## config.mk

```make
export PLATFORM = sky130hd
export DESIGN_NAME = conv_tap_sequencer
export DESIGN_NICKNAME = d
export VERILOG_FILES = /design/src/rtl/conv_tap_sequencer_pkg.sv /design/src/rtl/conv_mac_stage.sv /design/src/rtl/conv_tap_sequencer.sv
export SDC_FILE = /design/constraint.sdc
export NUM_CORES = 2
export LEC_CHECK = 0
export CORE_MARGIN = 10
export CORE_UTILIZATION = 30
export DETAILED_ROUTE_END_ITERATION = 12
export PLACE_DENSITY_LB_ADDON = 0.15
export RECOVER_POWER = 100
export SETUP_SLACK_MARGIN = 0.4
export SLEW_MARGIN = 25
export SYNTH_ARGS = -nofsm -noshare
export SYNTH_HDL_FRONTEND = slang
export SYNTH_HIERARCHICAL = 1
export SYNTH_SLANG_ARGS = --single-unit
```

## constraint.sdc

```tcl
create_clock -name clk -period 24 [get_ports clk]
set_input_delay 4.8 -clock clk [delete_from_list [all_inputs] [get_ports clk]]
set_output_delay 4.8 -clock clk [all_outputs]
set_load 0.1 [all_outputs]
```

## src/rtl/conv_tap_sequencer_pkg.sv

```systemverilog
// Shared types and constants for the convolution tap sequencer.
// Build option CONV_RELU_EN clamps negative results to zero.
package conv_tap_sequencer_pkg;

  localparam int DATA_W          = 32;
  localparam int FRAC_BITS       = 16;
  localparam int ACC_W           = 2 * DATA_W + 8;
  localparam int NUM_FILTER_TAPS = 9;
  localparam int TAP_W           = 4;

  typedef logic signed [DATA_W-1:0]   AcclDataType;
  typedef logic signed [2*DATA_W-1:0] ProdT;
  typedef logic signed [ACC_W-1:0]    AccT;

  typedef enum logic [1:0] {
    IDLE,
    ISSUE,
    DRAIN,
    DONE
  } seq_state_t;

  typedef struct packed {
    AcclDataType data;
    logic        sat;
  } sat_res_t;

  function automatic sat_res_t satScale(input AccT acc);
    AccT      s;
    AccT      maxV;
    AccT      minV;
    sat_res_t r;
    s    = acc >>> FRAC_BITS;
    maxV = AccT'({1'b0, {(DATA_W-1){1'b1}}});
    minV = ~maxV;
    if (s > maxV) begin
      r.data = {1'b0, {(DATA_W-1){1'b1}}};
      r.sat  = 1'b1;
    end else if (s < minV) begin
      r.data = {1'b1, {(DATA_W-1){1'b0}}};
      r.sat  = 1'b1;
    end else begin
      r.data = s[DATA_W-1:0];
      r.sat  = 1'b0;
    end
    return r;
  endfunction

endpackage

```

## src/rtl/conv_mac_stage.sv

```systemverilog
// Product/accumulate pipeline with rescale and saturation.
// With CONV_RELU_EN, negative saturated results become zero.
module conv_mac_stage
  import conv_tap_sequencer_pkg::*;
(
  input  logic        clk,
  input  logic        rst,
  input  logic        clrAcc,
  input  logic        rdEn,
  input  logic        rdLast,
  input  AcclDataType coeff,
  input  AcclDataType pixel,
  input  logic        loadRes,
  output logic        lastAcc,
  output AcclDataType result,
  output logic        resultSat
);

  logic     dataVld;
  logic     dataLast;
  logic     prodVld;
  logic     prodLast;
  logic     accLast;
  ProdT     prod;
  AccT      acc;
  sat_res_t satRes;
  sat_res_t finRes;

  always_comb begin
    satRes = satScale(acc);
    finRes = satRes;
`ifdef CONV_RELU_EN
    if (satRes.data[DATA_W-1]) finRes.data = '0;
`endif
  end

  // last flag rides alongside the data so DRAIN knows when acc is final
  always_ff @(posedge clk) begin
    if (rst) begin
      dataVld   <= 1'b0;
      dataLast  <= 1'b0;
      prodVld   <= 1'b0;
      prodLast  <= 1'b0;
      accLast   <= 1'b0;
      prod      <= '0;
      acc       <= '0;
      result    <= '0;
      resultSat <= 1'b0;
    end else begin
      dataVld  <= rdEn;
      dataLast <= rdEn & rdLast;
      prodVld  <= dataVld;
      prodLast <= dataLast;
      accLast  <= prodLast;
      if (dataVld) prod <= ProdT'(coeff) * ProdT'(pixel);
      if (clrAcc) acc <= '0;
      else if (prodVld) acc <= acc + AccT'(prod);
      if (loadRes) begin
        result    <= finRes.data;
        resultSat <= finRes.sat;
      end
    end
  end

  assign lastAcc = accLast;

endmodule

```

## src/rtl/conv_tap_sequencer.sv

```systemverilog
// Tap sequencer FSM driving the MAC stage for one filter window.
// CONV_RELU_EN (see conv_mac_stage) optionally clamps negatives.
module conv_tap_sequencer
  import conv_tap_sequencer_pkg::*;
#(
  parameter int NUM_TAPS = NUM_FILTER_TAPS
) (
  input  logic              clk,
  input  logic              rst,
  input  logic              cmd_clr_i,
  input  logic              start_i,
  output logic              busy_o,
  output logic [TAP_W-1:0]  tap_addr_o,
  output logic              rd_en_o,
  input  logic [DATA_W-1:0] coeff_i,
  input  logic [DATA_W-1:0] pixel_i,
  output logic [DATA_W-1:0] result_o,
  output logic              result_sat_o,
  output logic              result_valid_o,
  input  logic              result_ready_i
);

  seq_state_t       state;
  seq_state_t       nxt;
  logic [TAP_W-1:0] cnt;
  logic [TAP_W-1:0] cntNxt;
  logic             rstInt;
  logic             lastTap;
  logic             clrAcc;
  logic             loadRes;
  logic             lastAcc;
  AcclDataType      resData;

  assign rstInt  = rst | cmd_clr_i;
  assign lastTap = (cnt == TAP_W'(NUM_TAPS - 1));

  always_ff @(posedge clk) begin
    if (rstInt) begin
      state <= IDLE;
      cnt   <= '0;
    end else begin
      state <= nxt;
      cnt   <= cntNxt;
    end
  end

  always_comb begin
    nxt     = state;
    cntNxt  = cnt;
    clrAcc  = 1'b0;
    loadRes = 1'b0;
    unique case (state)
      IDLE: begin
        if (start_i) begin
          nxt    = ISSUE;
          cntNxt = '0;
          clrAcc = 1'b1;
        end
      end
      ISSUE: begin
        if (lastTap) begin
          nxt    = DRAIN;
          cntNxt = '0;
        end else begin
          cntNxt = cnt + 1'b1;
        end
      end
      DRAIN: begin
        if (lastAcc) begin
          nxt     = DONE;
          loadRes = 1'b1;
        end
      end
      DONE: begin
        if (result_ready_i) nxt = IDLE;
      end
      default: nxt = IDLE;
    endcase
  end

  assign busy_o         = (state != IDLE);
  assign rd_en_o        = (state == ISSUE);
  assign tap_addr_o     = rd_en_o ? cnt : '0;
  assign result_valid_o = (state == DONE);
  assign result_o       = resData;

  conv_mac_stage u_mac (
    .clk      (clk),
    .rst      (rstInt),
    .clrAcc   (clrAcc),
    .rdEn     (rd_en_o),
    .rdLast   (lastTap),
    .coeff    (AcclDataType'(coeff_i)),
    .pixel    (AcclDataType'(pixel_i)),
    .loadRes  (loadRes),
    .lastAcc  (lastAcc),
    .result   (resData),
    .resultSat(result_sat_o)
  );

endmodule

```

==> results.md <==
* GR Util met3 at 2.52%
* Gr busiest metal: met2
* Cts hold-fix bufs at 0
* Detailed Route WL at 139 mm
* GR Util met1 at 24.4%
* Met2 GRT Util at 25.1%
* Final Setup Violations at 0
* Largest net degree at the start of global routing at 67
* Outcome: finished, violations left
* Worst hold start: u_mac/dataLast
* Nets at 6549
* Mux share of post-synthesis cell area at 1.66%
* Worst-Skew Late Latency at 0.45 ns
* Layout cell share with drive strength beyond 1 at 2.37%
* Die Y at 417 um
* Worst R2R Start: state[0]
* Reg2Reg Depth at 7
* DR WL/cell at 19.3 um
* Xor and xnor area share after synthesis at 1.99%
* Max-cap violation count at 4
* Fillers at 16.4k
* Clk sinks at 180
* Timing-limited maximum frequency at 0.0668 GHz
* FF+latch count, synth at 180
* Estimated wirelength of the detail-placed design at 112 mm
* RSZ-0062 raised after global routing: no
* Setup crit start kind: input pin
* Failing checks: capacitance limit, slew limit
* EDFF count, synth at 0
* Row count at 145
* Kind of critical path: in -> reg
* Setup bufs post-CTS at 0
* Relative slew margins at -111%
* GP Congestion at 0.843
* Async set-reset flop share out of synthesis at 0%
* Worst-case clock buffer depth at 2
* Drt initial violations at 1809
* Die Area at 173000 um^2
* Yosys warning total at 6
* Via density at 4.74
* Pre-Repair DR Iteration Count at 5
* Hold Fails Final Rpt at 0
* Top-Level Pins at 109
* Setup crit end kind: register
* GRT Overall Usage at 16.3%
* Compound-Gate Fraction of Synth Area at 8.44%
* WHS Path Cells at 1
* DRC at 0
* Routed via count at 34.2k
* Vias in the first global route at 36.9k
* Root buffer cell: clkbuf_16
* H-tree lvl count at 4
* Cells after Synth at 5225
* Post-cts sizing count at 0
* Total gr overflow at 0
* First-pass GRT wire length at 224 mm
* Diodes inserted at 0
* Post-synthesis simple-gate area fraction at 17.1%
* Area grow syn2layout at 7.66%
* Initial antenna violation count at 2
* CTS Buf Count at 17
* Cell Area, Synth at 47200 um^2
* Final min period at 14.98 ns
* Critical path required time at 24.39 ns
* Clock transition at path regs at 0.08 ns
* Post-Synth Adder-Cell Area at 52.9%
* Worst slew pin tran at 3.17 ns
* Prevailing post-synth register cell: dfxtp_1
* Synth Area per Inst at 9.03 um^2
* Syn Nets at 6639
* Worst hold path class: reg -> reg
* Yosys cell types at 78
* Routed Antenna Nets at 0
* Main combinational cell family by area after synthesis: adder cells
* Setup TNS at 0 ns
* Core box area at 156000 um^2
* Initial core utilization at 30.2%
* Crit. Startpoint: coeff_i[7]
* Chip width at 417 um
* Register area share after synthesis at 7.64%
* Slew Viols, Final at 208
* Crit Path Max Fanout at 32
* CTS tree: yes
* Fin crit share at 62.4%
* Worst Path Arrival at 15.37 ns
* # port buffers at 108
* Clock Skew at 0.0143 ns
==> cells in the final DEF (no fill, tap or decap), types with 21 or more instances in the layout <==
master              n
a211oi_1           54
dfxtp_1           178
nand3_1            39
mux2i_1            78
o21ai_0            88
xnor2_1            78
nor3_1             24
and3_1             33
o21a_1             25
a21o_1             91
nor2b_1            21
inv_1             994
buf_4              70
clkdlybuf4s50_1    64
xor2_1             29
and2_1            534
a21oi_1           161
ha_1              262
o21bai_1           35
fa_1             1083
dlygate4sd3_1      43
nand4_1            41
nand2_1           640
nor2_1            222
==> area by class of cell <==
cell class | instances | area (um^2) | area share, %
Clock buffer | 19 | 443 | 0.872
Tap cell | 2058 | 2570 | 5.07
Timing Repair Buffer | 183 | 1620 | 3.19
Clock inverter | 11 | 103 | 0.202
Sequential cell | 180 | 3610 | 7.11
Inverter | 997 | 3740 | 7.37
Multi-Input combinational cell | 3756 | 38700 | 76.2
==> through the flow <==
step	utilization, %	area (um^2)	setup slack (ns)	std cells	hold WS (ns)
6_report	32.5	50800	9.02	7204	0.445
5_1_grt	32.5	50800	8.80	7204	0.467
4_1_cts	32.6	50800	10.34	7204	0.450
3_5_place_dp	32.2	50300	9.91	7174	0.426
3_3_place_gp	32.2	50300	9.97	7174	0.422
2_1_floorplan	-	47200	11.45	5225	0.414
==> cell families (layout without fill, tap and decap cells) <==
family	Yosys count	in the layout
AND/OR/NAND/NOR	1634	1634
adder cells (fa/ha/maj)	1345	1345
buffers and inverters	1289	1210
AO/OA/AOI/OAI	592	592
flip-flops	180	180
XOR/XNOR	107	107
multiplexers	78	78
==> worst max-delay path: stages <==
cell and delay, ns:
dlygate4sd3_1 0.52, clkbuf_1 1.60, nand2_1 0.26, fa_1 0.63, inv_1 0.06, fa_1 0.40
fa_1 0.50, inv_1 0.06, fa_1 0.49, inv_1 0.06, fa_1 0.48, fa_1 0.52
fa_1 0.54, inv_1 0.06, fa_1 0.53, inv_1 0.06, ha_1 0.37, a21o_1 0.21
a21o_1 0.18, a21oi_1 0.19, o31ai_1 0.15, o41ai_1 1.12, o22ai_2 0.19, o31a_1 0.36
a221o_1 0.46, a2111o_1 0.44, nand3_1 0.08
==> state kept, by name (all words and copies together) (netlist names) <==
signal / count
cnt: 4
state: 2
u_mac/acc: 72
u_mac/dataLast: 1
u_mac/dataVld: 1
u_mac/lastAcc: 1
u_mac/prod: 64
u_mac/prodLast: 1
u_mac/prodVld: 1
u_mac/result: 32
u_mac/resultSat: 1
==> per-layer routing <==
metal | share of wire [%] | vias up
met5 | 0.0093 | -
met1 | 50 | 17600
met3 | 5.0 | 133
met4 | 1.5 | 2
met2 | 44 | 696
li1 | - | 15700
==> final timing paths <==
kind         slack (ns)             end
max                9.02  u_mac/prod[60]
max reg2reg       19.12   u_mac/acc[64]
min                0.45  u_mac/prodLast
min reg2reg        0.45  u_mac/prodLast
==> Yosys cell counts, types with 6 or more instances <==
| cell | number | area [um^2] |
|---|---|---|
| or4_1 | 7 | 52.6 |
| a21oi_1 | 160 | 801 |
| o31ai_1 | 10 | 75.1 |
| and2_1 | 537 | 3360 |
| buf_1 | 13 | 48.8 |
| a31o_2 | 6 | 52.6 |
| o21bai_1 | 35 | 263 |
| nand2b_1 | 17 | 106 |
| a21boi_0 | 10 | 75.1 |
| o21a_1 | 25 | 188 |
| and3_1 | 33 | 206 |
| nand3b_1 | 10 | 75.1 |
| xnor2_1 | 78 | 683 |
| nand2_1 | 640 | 2400 |
| nand3_1 | 39 | 195 |
| or3_1 | 14 | 87.6 |
| xor2_1 | 29 | 254 |
| a21o_1 | 91 | 683 |
| clkbuf_1 | 278 | 1040 |
| a31oi_1 | 14 | 87.6 |
| nor2_1 | 222 | 833 |
| nor3_1 | 24 | 120 |
| ha_1 | 262 | 3280 |
| o21ai_0 | 86 | 430 |
| nor2b_1 | 21 | 131 |
| o211ai_1 | 16 | 120 |
| a211o_1 | 7 | 61.3 |
| dfxtp_1 | 180 | 3600 |
| a211oi_1 | 53 | 398 |
| nand4_1 | 41 | 257 |
| mux2i_1 | 78 | 781 |
| inv_1 | 995 | 3730 |
| nor4_1 | 8 | 50.1 |
| fa_1 | 1083 | 21700 |
Power is not shown: default switching activity piles up to over one toggle a cycle in this logic, so the estimate is an artifact.
